$ cat src/rtl/mac_completion_status_if.sv
// Event and result signals exchanged between the MAC traffic test harness
// (generator/monitor side) and the completion status controller.
interface mac_completion_status_if;
    logic        restart_tx_rx;
    logic        rx_block_lock;
    logic        tx_pkt_done;
    logic [13:0] tx_pkt_len;
    logic        rx_pkt_done;
    logic [13:0] rx_pkt_len;
    logic        rx_prot_err;
    logic        rx_bit_err;
    logic        tx_start;
    logic [4:0]  completion_status;

    modport master (
        output restart_tx_rx, rx_block_lock, tx_pkt_done, tx_pkt_len,
               rx_pkt_done, rx_pkt_len, rx_prot_err, rx_bit_err,
        input  tx_start, completion_status
    );

    modport slave (
        input  restart_tx_rx, rx_block_lock, tx_pkt_done, tx_pkt_len,
               rx_pkt_done, rx_pkt_len, rx_prot_err, rx_bit_err,
        output tx_start, completion_status
    );
endinterface

$ cat src/rtl/mac_completion_status.sv
// Sequences a MAC loopback traffic test: waits for rx block lock, lets the
// generator send NUM_PKTS packets, drains the receiver, then grades the run.
//
// state     | meaning
// ----------+------------------------------------------------------------
// IDLE      | just out of reset, moves to WAIT_LOCK on the first edge
// WAIT_LOCK | waiting for rx_block_lock, bounded by LOCK_TIMEOUT
// TX        | tx_start high, counting tx/rx packets, bounded by TX_TIMEOUT
// DRAIN     | tx finished, waiting for rx to catch up (DRAIN_CYCLES)
// CHECK     | one cycle, latches the highest-priority result code
// DONE      | holds completion_status until restart
module mac_completion_status #(
    parameter int NUM_PKTS     = 16,
    parameter int LOCK_TIMEOUT = 1048576,
    parameter int TX_TIMEOUT   = 1048576,
    parameter int DRAIN_CYCLES = 1024
) (
    input  logic                  dclk,
    input  logic                  sys_reset_n,
    mac_completion_status_if.slave mac
);

    typedef enum logic [2:0] {IDLE, WAIT_LOCK, TX, DRAIN, CHECK, DONE} state_t;

    localparam logic [15:0] NUM_W    = 16'(NUM_PKTS);
    localparam logic [31:0] LOCK_TC  = 32'(LOCK_TIMEOUT - 1);
    localparam logic [31:0] TX_TC    = 32'(TX_TIMEOUT - 1);
    localparam logic [31:0] DRAIN_TC = 32'(DRAIN_CYCLES - 1);

    localparam logic [4:0] ST_BUSY    = 5'h1F;
    localparam logic [4:0] ST_PASS    = 5'h01;
    localparam logic [4:0] ST_NO_LOCK = 5'h02;
    localparam logic [4:0] ST_LOST    = 5'h04;
    localparam logic [4:0] ST_TX_TO   = 5'h0A;
    localparam logic [4:0] ST_NO_TX   = 5'h0B;
    localparam logic [4:0] ST_PKT_MIS = 5'h0C;
    localparam logic [4:0] ST_BYT_MIS = 5'h0D;
    localparam logic [4:0] ST_PROT    = 5'h0E;
    localparam logic [4:0] ST_BIT     = 5'h0F;

    state_t      state, state_nxt;
    logic [31:0] timer, timer_nxt;
    logic [15:0] tx_cnt, tx_cnt_nxt, rx_cnt, rx_cnt_nxt;
    logic [31:0] tx_bytes, tx_bytes_nxt, rx_bytes, rx_bytes_nxt;
    logic        lost_lock, lost_lock_nxt;
    logic        prot_err, prot_err_nxt;
    logic        bit_err, bit_err_nxt;
    logic        tx_to, tx_to_nxt;
    logic        no_tx, no_tx_nxt;
    logic [4:0]  status_nxt;
    logic        tx_start_nxt;
    logic [4:0]  check_code;

    function automatic logic [15:0] sat_inc16(input logic [15:0] v);
        return (&v) ? v : v + 16'd1;
    endfunction

    function automatic logic [31:0] sat_add32(input logic [31:0] a, input logic [13:0] b);
        logic [32:0] s;
        s = {1'b0, a} + {19'd0, b};
        return s[32] ? 32'hFFFF_FFFF : s[31:0];
    endfunction

    // Grade the run: sticky error flags first, then count/byte comparisons.
    // A saturated counter can no longer prove equality, so it counts as a mismatch.
    always_comb begin
        check_code = ST_PASS;
        if (lost_lock)
            check_code = ST_LOST;
        else if (prot_err)
            check_code = ST_PROT;
        else if (bit_err)
            check_code = ST_BIT;
        else if (tx_to)
            check_code = ST_TX_TO;
        else if (no_tx)
            check_code = ST_NO_TX;
        else if ((rx_cnt != tx_cnt) || (&rx_cnt) || (&tx_cnt))
            check_code = ST_PKT_MIS;
        else if ((rx_bytes != tx_bytes) || (&rx_bytes) || (&tx_bytes))
            check_code = ST_BYT_MIS;
    end

    // Next-state, counters, flags and status; restart overrides everything.
    always_comb begin
        state_nxt     = state;
        tx_cnt_nxt    = tx_cnt;
        rx_cnt_nxt    = rx_cnt;
        tx_bytes_nxt  = tx_bytes;
        rx_bytes_nxt  = rx_bytes;
        lost_lock_nxt = lost_lock;
        prot_err_nxt  = prot_err;
        bit_err_nxt   = bit_err;
        tx_to_nxt     = tx_to;
        no_tx_nxt     = no_tx;
        status_nxt    = mac.completion_status;
        timer_nxt     = '0;

        if (state == TX && mac.tx_pkt_done) begin
            tx_cnt_nxt   = sat_inc16(tx_cnt);
            tx_bytes_nxt = sat_add32(tx_bytes, mac.tx_pkt_len);
        end
        if (state == TX || state == DRAIN) begin
            if (mac.rx_pkt_done) begin
                rx_cnt_nxt   = sat_inc16(rx_cnt);
                rx_bytes_nxt = sat_add32(rx_bytes, mac.rx_pkt_len);
            end
            if (mac.rx_prot_err)
                prot_err_nxt = 1'b1;
            if (mac.rx_bit_err)
                bit_err_nxt = 1'b1;
        end

        case (state)
            IDLE: begin
                state_nxt  = WAIT_LOCK;
                status_nxt = ST_BUSY;
            end
            WAIT_LOCK: begin
                if (mac.rx_block_lock) begin
                    state_nxt = TX;
                end else if (timer == LOCK_TC) begin
                    state_nxt  = DONE;
                    status_nxt = ST_NO_LOCK;
                end
            end
            TX: begin
                if (!mac.rx_block_lock) begin
                    lost_lock_nxt = 1'b1;
                    state_nxt     = CHECK;
                end else if (tx_cnt_nxt == NUM_W) begin
                    state_nxt = DRAIN;
                end else if (timer == TX_TC) begin
                    if (tx_cnt_nxt == 16'd0)
                        no_tx_nxt = 1'b1;
                    else
                        tx_to_nxt = 1'b1;
                    state_nxt = CHECK;
                end
            end
            DRAIN: begin
                if (!mac.rx_block_lock) begin
                    lost_lock_nxt = 1'b1;
                    state_nxt     = CHECK;
                end else if (rx_cnt == tx_cnt || timer == DRAIN_TC) begin
                    state_nxt = CHECK;
                end
            end
            CHECK: begin
                status_nxt = check_code;
                state_nxt  = DONE;
            end
            DONE: state_nxt = DONE;
            default: state_nxt = IDLE;
        endcase

        if (mac.restart_tx_rx) begin
            state_nxt     = WAIT_LOCK;
            tx_cnt_nxt    = '0;
            rx_cnt_nxt    = '0;
            tx_bytes_nxt  = '0;
            rx_bytes_nxt  = '0;
            lost_lock_nxt = 1'b0;
            prot_err_nxt  = 1'b0;
            bit_err_nxt   = 1'b0;
            tx_to_nxt     = 1'b0;
            no_tx_nxt     = 1'b0;
            status_nxt    = ST_BUSY;
        end else if (state_nxt == state &&
                     (state == WAIT_LOCK || state == TX || state == DRAIN)) begin
            timer_nxt = timer + 32'd1;
        end

        tx_start_nxt = (state_nxt == TX);
    end

    // Register all controller state; reset clears everything asynchronously.
    always_ff @(posedge dclk or negedge sys_reset_n) begin
        if (!sys_reset_n) begin
            state                 <= IDLE;
            timer                 <= '0;
            tx_cnt                <= '0;
            rx_cnt                <= '0;
            tx_bytes              <= '0;
            rx_bytes              <= '0;
            lost_lock             <= 1'b0;
            prot_err              <= 1'b0;
            bit_err               <= 1'b0;
            tx_to                 <= 1'b0;
            no_tx                 <= 1'b0;
            mac.completion_status <= 5'h00;
            mac.tx_start          <= 1'b0;
        end else begin
            state                 <= state_nxt;
            timer                 <= timer_nxt;
            tx_cnt                <= tx_cnt_nxt;
            rx_cnt                <= rx_cnt_nxt;
            tx_bytes              <= tx_bytes_nxt;
            rx_bytes              <= rx_bytes_nxt;
            lost_lock             <= lost_lock_nxt;
            prot_err              <= prot_err_nxt;
            bit_err               <= bit_err_nxt;
            tx_to                 <= tx_to_nxt;
            no_tx                 <= no_tx_nxt;
            mac.completion_status <= status_nxt;
            mac.tx_start          <= tx_start_nxt;
        end
    end

endmodule

$ cat src/flat_wrapper.sv
// flat-port wrapper written by rule: the top's interface ports become plain ports
module mac_completion_status_flat 
#(
    parameter int NUM_PKTS     = 16,
    parameter int LOCK_TIMEOUT = 1048576,
    parameter int TX_TIMEOUT   = 1048576,
    parameter int DRAIN_CYCLES = 1024
)
  (dclk, sys_reset_n, mac_restart_tx_rx, mac_rx_block_lock, mac_tx_pkt_done, mac_tx_pkt_len, mac_rx_pkt_done, mac_rx_pkt_len, mac_rx_prot_err, mac_rx_bit_err, mac_tx_start, mac_completion_status);
  mac_completion_status_if mac_i ();
  input  logic dclk;
  input  logic sys_reset_n;
  input wire logic [$bits(mac_i.restart_tx_rx)-1:0] mac_restart_tx_rx;
  input wire logic [$bits(mac_i.rx_block_lock)-1:0] mac_rx_block_lock;
  input wire logic [$bits(mac_i.tx_pkt_done)-1:0] mac_tx_pkt_done;
  input wire logic [$bits(mac_i.tx_pkt_len)-1:0] mac_tx_pkt_len;
  input wire logic [$bits(mac_i.rx_pkt_done)-1:0] mac_rx_pkt_done;
  input wire logic [$bits(mac_i.rx_pkt_len)-1:0] mac_rx_pkt_len;
  input wire logic [$bits(mac_i.rx_prot_err)-1:0] mac_rx_prot_err;
  input wire logic [$bits(mac_i.rx_bit_err)-1:0] mac_rx_bit_err;
  output wire logic [$bits(mac_i.tx_start)-1:0] mac_tx_start;
  output wire logic [$bits(mac_i.completion_status)-1:0] mac_completion_status;
  assign mac_i.restart_tx_rx = mac_restart_tx_rx;
  assign mac_i.rx_block_lock = mac_rx_block_lock;
  assign mac_i.tx_pkt_done = mac_tx_pkt_done;
  assign mac_i.tx_pkt_len = mac_tx_pkt_len;
  assign mac_i.rx_pkt_done = mac_rx_pkt_done;
  assign mac_i.rx_pkt_len = mac_rx_pkt_len;
  assign mac_i.rx_prot_err = mac_rx_prot_err;
  assign mac_i.rx_bit_err = mac_rx_bit_err;
  assign mac_tx_start = mac_i.tx_start;
  assign mac_completion_status = mac_i.completion_status;
  mac_completion_status #(.NUM_PKTS(NUM_PKTS), .LOCK_TIMEOUT(LOCK_TIMEOUT), .TX_TIMEOUT(TX_TIMEOUT), .DRAIN_CYCLES(DRAIN_CYCLES)) u_core (.dclk(dclk), .sys_reset_n(sys_reset_n), .mac(mac_i));
endmodule
$ cat config.mk
export PLATFORM = sky130hd
export DESIGN_NAME = mac_completion_status_flat
export DESIGN_NICKNAME = d
export VERILOG_FILES = /design/src/rtl/mac_completion_status_if.sv /design/src/rtl/mac_completion_status.sv /design/src/flat_wrapper.sv
export SDC_FILE = /design/constraint.sdc
export NUM_CORES = 1
export LEC_CHECK = 0
export CAP_MARGIN = 10
export CORE_MARGIN = 5
export CORE_UTILIZATION = 30
export DETAILED_ROUTE_END_ITERATION = 8
export GPL_TIMING_DRIVEN = 0
export PLACE_DENSITY_LB_ADDON = 0.08
export SYNTH_ARGS = -nofsm -noshare
export SYNTH_HDL_FRONTEND = slang
export SYNTH_SLANG_ARGS = --single-unit
$ cat constraint.sdc
create_clock -name dclk -period 4.6 [get_ports dclk]
set_input_delay 1.38 -clock dclk [delete_from_list [all_inputs] [get_ports dclk]]
set_output_delay 1.38 -clock dclk [all_outputs]
set_load 0.03 [all_outputs]
==> flow_results.xml, run 1 <==
<?xml version="1.0" encoding="UTF-8"?>
<metrics>
  <group name="placement">
    <metric name="placement.setup.worst_slack" unit="ns">-0.612</metric>
    <metric name="gpl.final_weighted_congestion" unit="">0.855</metric>
    <metric name="place.detailed.hpwl" unit="µm">21200</metric>
    <metric name="buffer_ports.inserted" unit="">41</metric>
  </group>
  <group name="clock_network">
    <metric name="clk_root_buffer_cell" unit="">sky130_fd_sc_hd__clkbuf_16</metric>
    <metric name="clk_sinks" unit="">142</metric>
    <metric name="ctsHtreeMaxLevel" unit="">4</metric>
    <metric name="path_clk_slew" unit="ns">0.06</metric>
    <metric name="clk-insertion-delay-late" unit="ns">0.44</metric>
    <metric name="tritoncts" unit="">built</metric>
    <metric name="max-clock-path-buffers" unit="">2</metric>
    <metric name="numCtsBuffers" unit="">17</metric>
    <metric name="post-cts-setup-buffer-count" unit="">0</metric>
  </group>
  <group name="layout">
    <metric name="postLayoutCoreUtil" unit="%">35.5</metric>
    <metric name="area_delta_synth_final" unit="%">16.3</metric>
    <metric name="drive_gt1_share" unit="%">5.78</metric>
    <metric name="final_nets" unit="">1181</metric>
    <metric name="fillCellCount" unit="">3225</metric>
    <metric name="diodes" unit="">0</metric>
  </group>
  <group name="sta">
    <metric name="finalCriticalPeriod" unit="ns">4.32</metric>
    <metric name="timing.clock.skew" unit="ns">0.0167</metric>
    <metric name="tns" unit="ns">0</metric>
    <metric name="fmax" unit="MHz">231</metric>
    <metric name="setup_violations" unit="">0</metric>
    <metric name="rsz0062_at_grt" unit="">false</metric>
    <metric name="final.period_utilization" unit="%">94.0</metric>
    <metric name="worst_pin_slew" unit="ns">1.08</metric>
    <metric name="hold_viol_final" unit="">0</metric>
    <metric name="drv_slew" unit="">0</metric>
    <metric name="worst_slack" unit="ns">0.276</metric>
    <metric name="worst_hold_slack" unit="ns">0.475</metric>
    <metric name="timing.slew.headroom" unit="%">27.3</metric>
  </group>
  <group name="logic_synthesis">
    <metric name="synth_async_sr_flop_share" unit="%">100</metric>
    <metric name="yosysSeqAreaShare" unit="%">38.0</metric>
    <metric name="ys_dominant_reg_cell" unit="">sky130_fd_sc_hd__dfrtp_1</metric>
    <metric name="synth_top_area_share" unit="%">38.0</metric>
    <metric name="synth_area_leaders" unit="">sky130_fd_sc_hd__dfrtp_1 38%, sky130_fd_sc_hd__xnor2_1 6.4%, sky130_fd_sc_hd__xor2_1 5.6%</metric>
    <metric name="syn_nets" unit="">1121</metric>
    <metric name="synth_enable_flop_cells" unit="">0</metric>
    <metric name="avgSynthCellArea" unit="µm²">8.90</metric>
    <metric name="synth_commonest_cells" unit="">142 x sky130_fd_sc_hd__dfrtp_1, 113 x sky130_fd_sc_hd__nor2_1, 70 x sky130_fd_sc_hd__nand2_1</metric>
    <metric name="synth-seq-cells" unit="">142</metric>
    <metric name="yosysUniqueCellTypes" unit="">66</metric>
    <metric name="syn-instance-count" unit="">1052</metric>
    <metric name="summed_instance_area_of_the_synthesized_netlist" unit="µm²">9360</metric>
    <metric name="synth.largest_area_cell" unit="">sky130_fd_sc_hd__dfrtp_1</metric>
    <metric name="syn_warnings" unit="">0</metric>
    <metric name="synth_most_common_cell" unit="">sky130_fd_sc_hd__dfrtp_1</metric>
  </group>
  <group name="power_and_ir_drop">
    <metric name="power.internal" unit="W">0.00211</metric>
    <metric name="fin_total_pwr" unit="W">0.00299</metric>
    <metric name="power_frac_clock" unit="%">45.1</metric>
    <metric name="comb_power_share" unit="%">11.8</metric>
    <metric name="power.share.sequential" unit="%">43.2</metric>
    <metric name="ir_worst_vdd" unit="V">0.000256</metric>
    <metric name="total_power_divided_by_cell_area" unit="nW/µm²">275</metric>
    <metric name="power.static_leakage" unit="nW">4.30</metric>
    <metric name="switching_share" unit="%">29.6</metric>
    <metric name="switchingPower" unit="W">0.000884</metric>
  </group>
  <group name="floorplanning">
    <metric name="die_height" unit="µm">187</metric>
    <metric name="core.rowCount" unit="">64</metric>
    <metric name="chipWidth" unit="µm">187</metric>
    <metric name="fp.coreArea" unit="µm²">30700</metric>
    <metric name="number_of_ports_placed_on_the_die_boundary" unit="">42</metric>
    <metric name="floorplan.initialDensity" unit="%">30.5</metric>
    <metric name="design.die.area" unit="µm²">34800</metric>
  </group>
  <group name="setup_path">
    <metric name="crit_path_max_incr_delay" unit="ns">0.57</metric>
    <metric name="slowest_stage" unit="">sky130_fd_sc_hd__o41ai_2</metric>
    <metric name="critPathMaxFanout" unit="">10</metric>
    <metric name="critPathCaptureType" unit="">register</metric>
    <metric name="arrival" unit="ns">4.65</metric>
    <metric name="r2r.worst_path.cells" unit="">9</metric>
    <metric name="crit_start" unit="">mac_rx_pkt_len[0]</metric>
    <metric name="timing.rr.start" unit="">u_core.tx_cnt[0]</metric>
    <metric name="cp.required" unit="ns">4.92</metric>
    <metric name="cp-start-kind" unit="">input pin</metric>
    <metric name="timing.critical_path.cells" unit="">clkdlybuf4s50_1 &gt; ha_1 &gt; inv_1 &gt; fa_1 &gt; nor2b_1 &gt; o31a_1 &gt; o41ai_2 &gt; nor3_2 &gt; o21a_1 &gt; or4_1 &gt; o211a_1</metric>
    <metric name="kind_of_critical_path" unit="">input pin to register</metric>
  </group>
  <group name="route">
    <metric name="via_count" unit="">8182</metric>
    <metric name="drt_pass1_iterations" unit="">5</metric>
    <metric name="detailedRoute.firstIterationViolations" unit="">378</metric>
    <metric name="antenna_left" unit="">0</metric>
    <metric name="totalWireLength" unit="µm">29100</metric>
    <metric name="detail_route.vias_per_cell" unit="">5.38</metric>
    <metric name="drcViolationCount" unit="">0</metric>
    <metric name="routedWlPerCell" unit="µm">19.1</metric>
  </group>
  <group name="worst_hold_path">
    <metric name="holdCritPathClass" unit="">register to register</metric>
    <metric name="holdCritStartpoint" unit="">u_core.mac.completion_status[4]</metric>
    <metric name="min_path_cells" unit="">2</metric>
  </group>
  <group name="job">
    <metric name="cap_viol_max_count" unit="">0</metric>
  </group>
  <group name="outcome">
    <metric name="status" unit="">finished clean</metric>
  </group>
  <group name="global_routing">
    <metric name="grt_antenna_before_repair" unit="">0</metric>
    <metric name="vias_in_the_first_global_route" unit="">8089</metric>
    <metric name="grt.overflow.total" unit="">0</metric>
    <metric name="grt_use_total" unit="%">16.6</metric>
    <metric name="grt_first_pass_wirelength" unit="µm">46500</metric>
    <metric name="maximum_number_of_pins_on_one_net_before_global_route_repair" unit="">99</metric>
  </group>
</metrics>
cells in the final DEF, fill, tap and decap left out, drive strengths merged, types with 4 or more instances in the layout:
master,count
clkbuf,66
or2,4
a21o,8
nor4b,6
inv,32
and4,18
nor3,42
or4,6
and3,17
nor2b,10
and2,14
nor2,113
clkinv,6
o21ai,31
mux2i,7
a211oi,17
nand2b,10
nor3b,5
xor2,60
buf,13
nor4,51
nand3,32
or3,5
ha,31
o21bai,8
a2111oi,4
xnor2,68
a31oi,17
o21a,10
a21oi,44
clkdlybuf4s50,40
a311oi,33
nand4,34
nand2,70
dfrtp,142
a41oi,7
worst max-delay path, delay by kind of cell:
| family | cells | cell delay (ns) |
|---|---|---|
| adders and majority gates | 2 | 0.49 |
| buffers and inverters | 2 | 0.55 |
| AOI/OAI and AO/OA | 4 | 1.38 |
| and+or+nand+nor | 3 | 0.84 |
final cells by class:
| cell class | instances | area [µm²] | area share [%] |
|---|---|---|---|
| flip-flops and latches | 142 | 3550 | 32.7 |
| clock buffers | 17 | 425 | 3.91 |
| well taps | 396 | 495 | 4.55 |
| inverters | 25 | 93.8 | 0.862 |
| multi-input cells | 824 | 5480 | 50.4 |
| repair buffers | 42 | 443 | 4.07 |
| plain buffers | 60 | 260 | 2.39 |
| clock inverters | 15 | 126 | 1.16 |
power by group through the flow:
stage                     combinational (W)  clock, W  sequential [W]
after floorplan                    0.000200         0         0.00131
after global placement             0.000353         0         0.00132
after detailed placement           0.000353         0         0.00131
after CTS                          0.000357   0.00139         0.00129
after global routing               0.000392   0.00143         0.00129
final                              0.000352   0.00135         0.00129
timing repair:
item	4_1_cts	5_1_grt
hold buffers	0	0
gates resized for setup	3	7
setup endpoints to repair	17	24
state kept, by name, summed over array words and instances, names as in the netlist, 3 cells and up:
name	count
u_core.tx_cnt	16
u_core.tx_bytes	32
u_core.rx_cnt	16
u_core.state	3
u_core.rx_bytes	32
u_core.timer	32
u_core.mac.completion_status	5
kinds of logic (layout without fill, tap and decap cells):
| group | Yosys count | count (layout) | synth area share (%) |
|---|---|---|---|
| compound gates | 212 | 212 | 15.8 |
| buf+inv | 86 | 159 | 3.81 |
| flops | 142 | 142 | 38.0 |
| simple gates | 443 | 443 | 25.0 |
| mux | 8 | 8 | 0.869 |
| xor+xnor | 128 | 128 | 12.0 |
| fa+ha+maj | 33 | 33 | 4.57 |
metrics by stage:
stage	std cells	cell area (µm²)
2_1_floorplan	1052	9360
3_3_place_gp	1489	10300
3_5_place_dp	1490	10300
4_1_cts	1522	10900
5_1_grt	1521	10900
6_report	1521	10900
metal layers:
layer / track usage [%] / wire, µm
met5: 0 / 0
met4: 4.60 / 524
met3: 2.35 / 830
met2: 26.8 / 13500
met1: 23.2 / 14200
path summary, 6_finish.rpt:
check                      slack (ns)                         endpoint
setup / recovery                 0.28              u_core.rx_bytes[21]
hold / removal                   0.48  u_core.mac.completion_status[4]
setup reg to reg                 1.02                 u_core.timer[31]
hold reg to reg                  0.48  u_core.mac.completion_status[4]
max in group asynchronous        2.92              u_core.tx_bytes[30]
min in group asynchronous        0.82                 u_core.rx_cnt[2]
Power figures use the tool's default switching activity.
==> inputs of run 2 (changes only) <==
--- a/config.mk
+++ b/config.mk
@@ -5,11 +5,12 @@
 export SDC_FILE = /design/constraint.sdc
 export NUM_CORES = 1
 export LEC_CHECK = 0
+export ABC_CLOCK_PERIOD_IN_PS = 4600
 export CAP_MARGIN = 10
 export CORE_MARGIN = 5
 export CORE_UTILIZATION = 30
 export DETAILED_ROUTE_END_ITERATION = 8
-export GPL_TIMING_DRIVEN = 0
+export GPL_TIMING_DRIVEN = 1
 export PLACE_DENSITY_LB_ADDON = 0.08
 export SYNTH_ARGS = -nofsm -noshare
 export SYNTH_HDL_FRONTEND = slang
==> run 2 against run 1 <==
Against the previous run: clock skew down 0.0060 ns; hold slack better by 0.0055 ns; combinational power shrank 5%; core utilization shrank 0.21 points; cell area decreased by 0.59%; sequential share of layout area increased by 0.19 points; critical path type unchanged; largest cell class unchanged; highest routed layer unchanged.
==> flow_results.xml, run 2 (same netlist as run 1, synthesis figures left out) <==
<?xml version="1.0" encoding="UTF-8"?>
<metrics>
  <group name="global_routing">
    <metric name="vias_in_the_first_global_route" unit="">7891</metric>
    <metric name="grt_antenna_before_repair" unit="">0</metric>
    <metric name="grt_use_total" unit="%">15.8</metric>
    <metric name="maximum_number_of_pins_on_one_net_before_global_route_repair" unit="">106</metric>
    <metric name="grt.overflow.total" unit="">0</metric>
    <metric name="grt_first_pass_wirelength" unit="µm">44800</metric>
  </group>
  <group name="layout">
    <metric name="layout_commonest_cell" unit="">sky130_fd_sc_hd__dfrtp_1</metric>
    <metric name="final_nets" unit="">1149</metric>
    <metric name="postLayoutCoreUtil" unit="%">35.3</metric>
    <metric name="area_delta_synth_final" unit="%">15.6</metric>
    <metric name="drive_gt1_share" unit="%">6.95</metric>
    <metric name="largest_registers" unit="">u_core.rx_bytes x32, u_core.timer x32, u_core.tx_bytes x32</metric>
    <metric name="diodes" unit="">0</metric>
    <metric name="fillCellCount" unit="">3178</metric>
    <metric name="layout_common_cells" unit="">142 x sky130_fd_sc_hd__dfrtp_1, 113 x sky130_fd_sc_hd__nor2_1, 70 x sky130_fd_sc_hd__nand2_1</metric>
    <metric name="final_cells" unit="">1489</metric>
  </group>
  <group name="sta">
    <metric name="final.period_utilization" unit="%">86.8</metric>
    <metric name="worst_pin_slew" unit="ns">1.02</metric>
    <metric name="fmax" unit="MHz">251</metric>
    <metric name="tns" unit="ns">0</metric>
    <metric name="hold_viol_final" unit="">0</metric>
    <metric name="finalCriticalPeriod" unit="ns">3.99</metric>
    <metric name="timing.clock.skew" unit="ns">0.0108</metric>
    <metric name="timing.slew.headroom" unit="%">32.1</metric>
    <metric name="drv_slew" unit="">0</metric>
    <metric name="setup_violations" unit="">0</metric>
    <metric name="rsz0062_at_grt" unit="">false</metric>
  </group>
  <group name="worst_hold_path">
    <metric name="holdCritPathClass" unit="">register to register</metric>
    <metric name="min_path_cells" unit="">2</metric>
  </group>
  <group name="power_and_ir_drop">
    <metric name="fin_total_pwr" unit="W">0.00301</metric>
    <metric name="power.share.sequential" unit="%">43.2</metric>
    <metric name="switchingPower" unit="W">0.000888</metric>
    <metric name="total_power_divided_by_cell_area" unit="nW/µm²">278</metric>
    <metric name="power_frac_clock" unit="%">45.7</metric>
    <metric name="comb_power_share" unit="%">11.1</metric>
    <metric name="power.static_leakage" unit="nW">4.31</metric>
    <metric name="switching_share" unit="%">29.5</metric>
    <metric name="power.internal" unit="W">0.00212</metric>
    <metric name="ir_worst_vdd" unit="V">0.000260</metric>
  </group>
  <group name="job">
    <metric name="cap_viol_max_count" unit="">0</metric>
  </group>
  <group name="setup_path">
    <metric name="timing.critical_path.cells" unit="">clkdlybuf4s50_1 &gt; ha_1 &gt; inv_1 &gt; fa_1 &gt; nor2b_1 &gt; o31a_1 &gt; o21ai_0 &gt; o21a_1 &gt; o21ai_1 &gt; buf_4 &gt; nor4b_1 &gt; nor3_1</metric>
    <metric name="cp-start-kind" unit="">input pin</metric>
    <metric name="cp.required" unit="ns">4.89</metric>
    <metric name="cp_top_family" unit="">compound AO/OA/AOI/OAI gates</metric>
    <metric name="crit_path_max_incr_delay" unit="ns">0.48</metric>
    <metric name="r2r.worst_path.cells" unit="">9</metric>
    <metric name="critPathCaptureType" unit="">register</metric>
    <metric name="critPathMaxFanout" unit="">16</metric>
    <metric name="critical_path_cell_count" unit="">12</metric>
    <metric name="cp.buffers_inverters" unit="">3</metric>
    <metric name="kind_of_critical_path" unit="">input pin to register</metric>
    <metric name="arrival" unit="ns">4.28</metric>
    <metric name="slowest_stage" unit="">sky130_fd_sc_hd__clkdlybuf4s50_1</metric>
  </group>
  <group name="clock_network">
    <metric name="numCtsBuffers" unit="">17</metric>
    <metric name="cts.hold.buffers_added" unit="">0</metric>
    <metric name="post-cts-setup-buffer-count" unit="">0</metric>
    <metric name="clk-insertion-delay-late" unit="ns">0.44</metric>
    <metric name="path_clk_slew" unit="ns">0.06</metric>
    <metric name="ctsHtreeMaxLevel" unit="">4</metric>
    <metric name="clk_root_buffer_cell" unit="">sky130_fd_sc_hd__clkbuf_16</metric>
    <metric name="clk_sinks" unit="">142</metric>
    <metric name="tritoncts" unit="">built</metric>
    <metric name="max-clock-path-buffers" unit="">2</metric>
    <metric name="cts_resized" unit="">0</metric>
  </group>
  <group name="route">
    <metric name="totalWireLength" unit="µm">27300</metric>
    <metric name="detail_route.vias_per_cell" unit="">5.33</metric>
    <metric name="drcViolationCount" unit="">0</metric>
    <metric name="antenna_left" unit="">0</metric>
    <metric name="routedWlPerCell" unit="µm">18.3</metric>
    <metric name="drt_pass1_iterations" unit="">5</metric>
    <metric name="via_count" unit="">7936</metric>
    <metric name="detailedRoute.firstIterationViolations" unit="">386</metric>
  </group>
  <group name="floorplanning">
    <metric name="floorplan.initialDensity" unit="%">30.5</metric>
    <metric name="design.die.area" unit="µm²">34800</metric>
    <metric name="die_height" unit="µm">187</metric>
    <metric name="number_of_ports_placed_on_the_die_boundary" unit="">42</metric>
    <metric name="core.rowCount" unit="">64</metric>
    <metric name="chipWidth" unit="µm">187</metric>
    <metric name="fp.coreArea" unit="µm²">30700</metric>
  </group>
  <group name="placement">
    <metric name="buffer_ports.inserted" unit="">41</metric>
    <metric name="dpl.cell_count" unit="">1457</metric>
    <metric name="gpl.final_weighted_congestion" unit="">0.816</metric>
    <metric name="place.detailed.hpwl" unit="µm">19400</metric>
  </group>
  <group name="outcome">
    <metric name="status" unit="">finished clean</metric>
  </group>
</metrics>
run 2: cell count changes in the layout (fill, tap and decap cells not counted), moves of 2 or more:
| cell | before | now |
|---|---|---|
| sky130_fd_sc_hd__o21ai_2 | 2 | 0 |
| sky130_fd_sc_hd__buf_6 | 3 | 1 |
| sky130_fd_sc_hd__buf_4 | 0 | 29 |
| sky130_fd_sc_hd__inv_8 | 2 | 6 |
| sky130_fd_sc_hd__clkbuf_2 | 3 | 0 |
| sky130_fd_sc_hd__clkinv_4 | 4 | 1 |
| sky130_fd_sc_hd__buf_2 | 7 | 0 |
| sky130_fd_sc_hd__clkbuf_1 | 46 | 0 |
run 2: power groups by stage:
stage,clock network (W),registers [W],logic [W]
3_3_place_gp,0,0.00132,0.000341
2_1_floorplan,0,0.00131,0.000200
5_1_grt,0.00148,0.00130,0.000376
6_report,0.00137,0.00130,0.000335
3_5_place_dp,0,0.00132,0.000338
4_1_cts,0.00142,0.00130,0.000341
run 2: worst paths after layout:
check	startpoint	end	slack (ns)
setup / recovery	mac_tx_pkt_len[0]	u_core.tx_bytes[18]	0.61
hold / removal	u_core.mac.completion_status[4]	u_core.mac.completion_status[4]	0.48
setup reg to reg	u_core.tx_cnt[0]	u_core.timer[31]	1.27
hold reg to reg	u_core.mac.completion_status[4]	u_core.mac.completion_status[4]	0.48
max in group asynchronous	sys_reset_n	u_core.rx_bytes[13]	2.66
min in group asynchronous	sys_reset_n	u_core.rx_cnt[14]	1.08
run 2: layer usage:
metal  track usage (%)  wire [µm]
met5                 0          0
met3              3.05        852
met4              4.15        443
met1              22.3      13300
met2              24.8      12700
run 2: metrics by stage:
stage	instance area, µm²	hold WS [ns]	setup WS [ns]
2_1_floorplan	9360	0.496	0.540
3_3_place_gp	10200	0.470	0.0499
3_5_place_dp	10200	0.472	0.126
4_1_cts	10800	0.489	0.599
5_1_grt	10800	0.504	0.351
6_report	10800	0.481	0.609
run 2: area by class of cell:
| cell class | count | area (µm²) | area share [%] |
|---|---|---|---|
| clock buffers | 17 | 425 | 3.93 |
| clock inverters | 15 | 141 | 1.31 |
| inverters | 25 | 93.8 | 0.868 |
| multi-input cells | 824 | 5470 | 50.5 |
| flip-flops and latches | 142 | 3550 | 32.9 |
| well taps | 396 | 495 | 4.58 |
| repair buffers | 70 | 639 | 5.91 |
run 2: tightest hold or removal path, cell delays in order (launching register included):
cell	delay, ns
sky130_fd_sc_hd__dfrtp_1	0.35
sky130_fd_sc_hd__nand2_1	0.05
sky130_fd_sc_hd__nand2_1	0.05
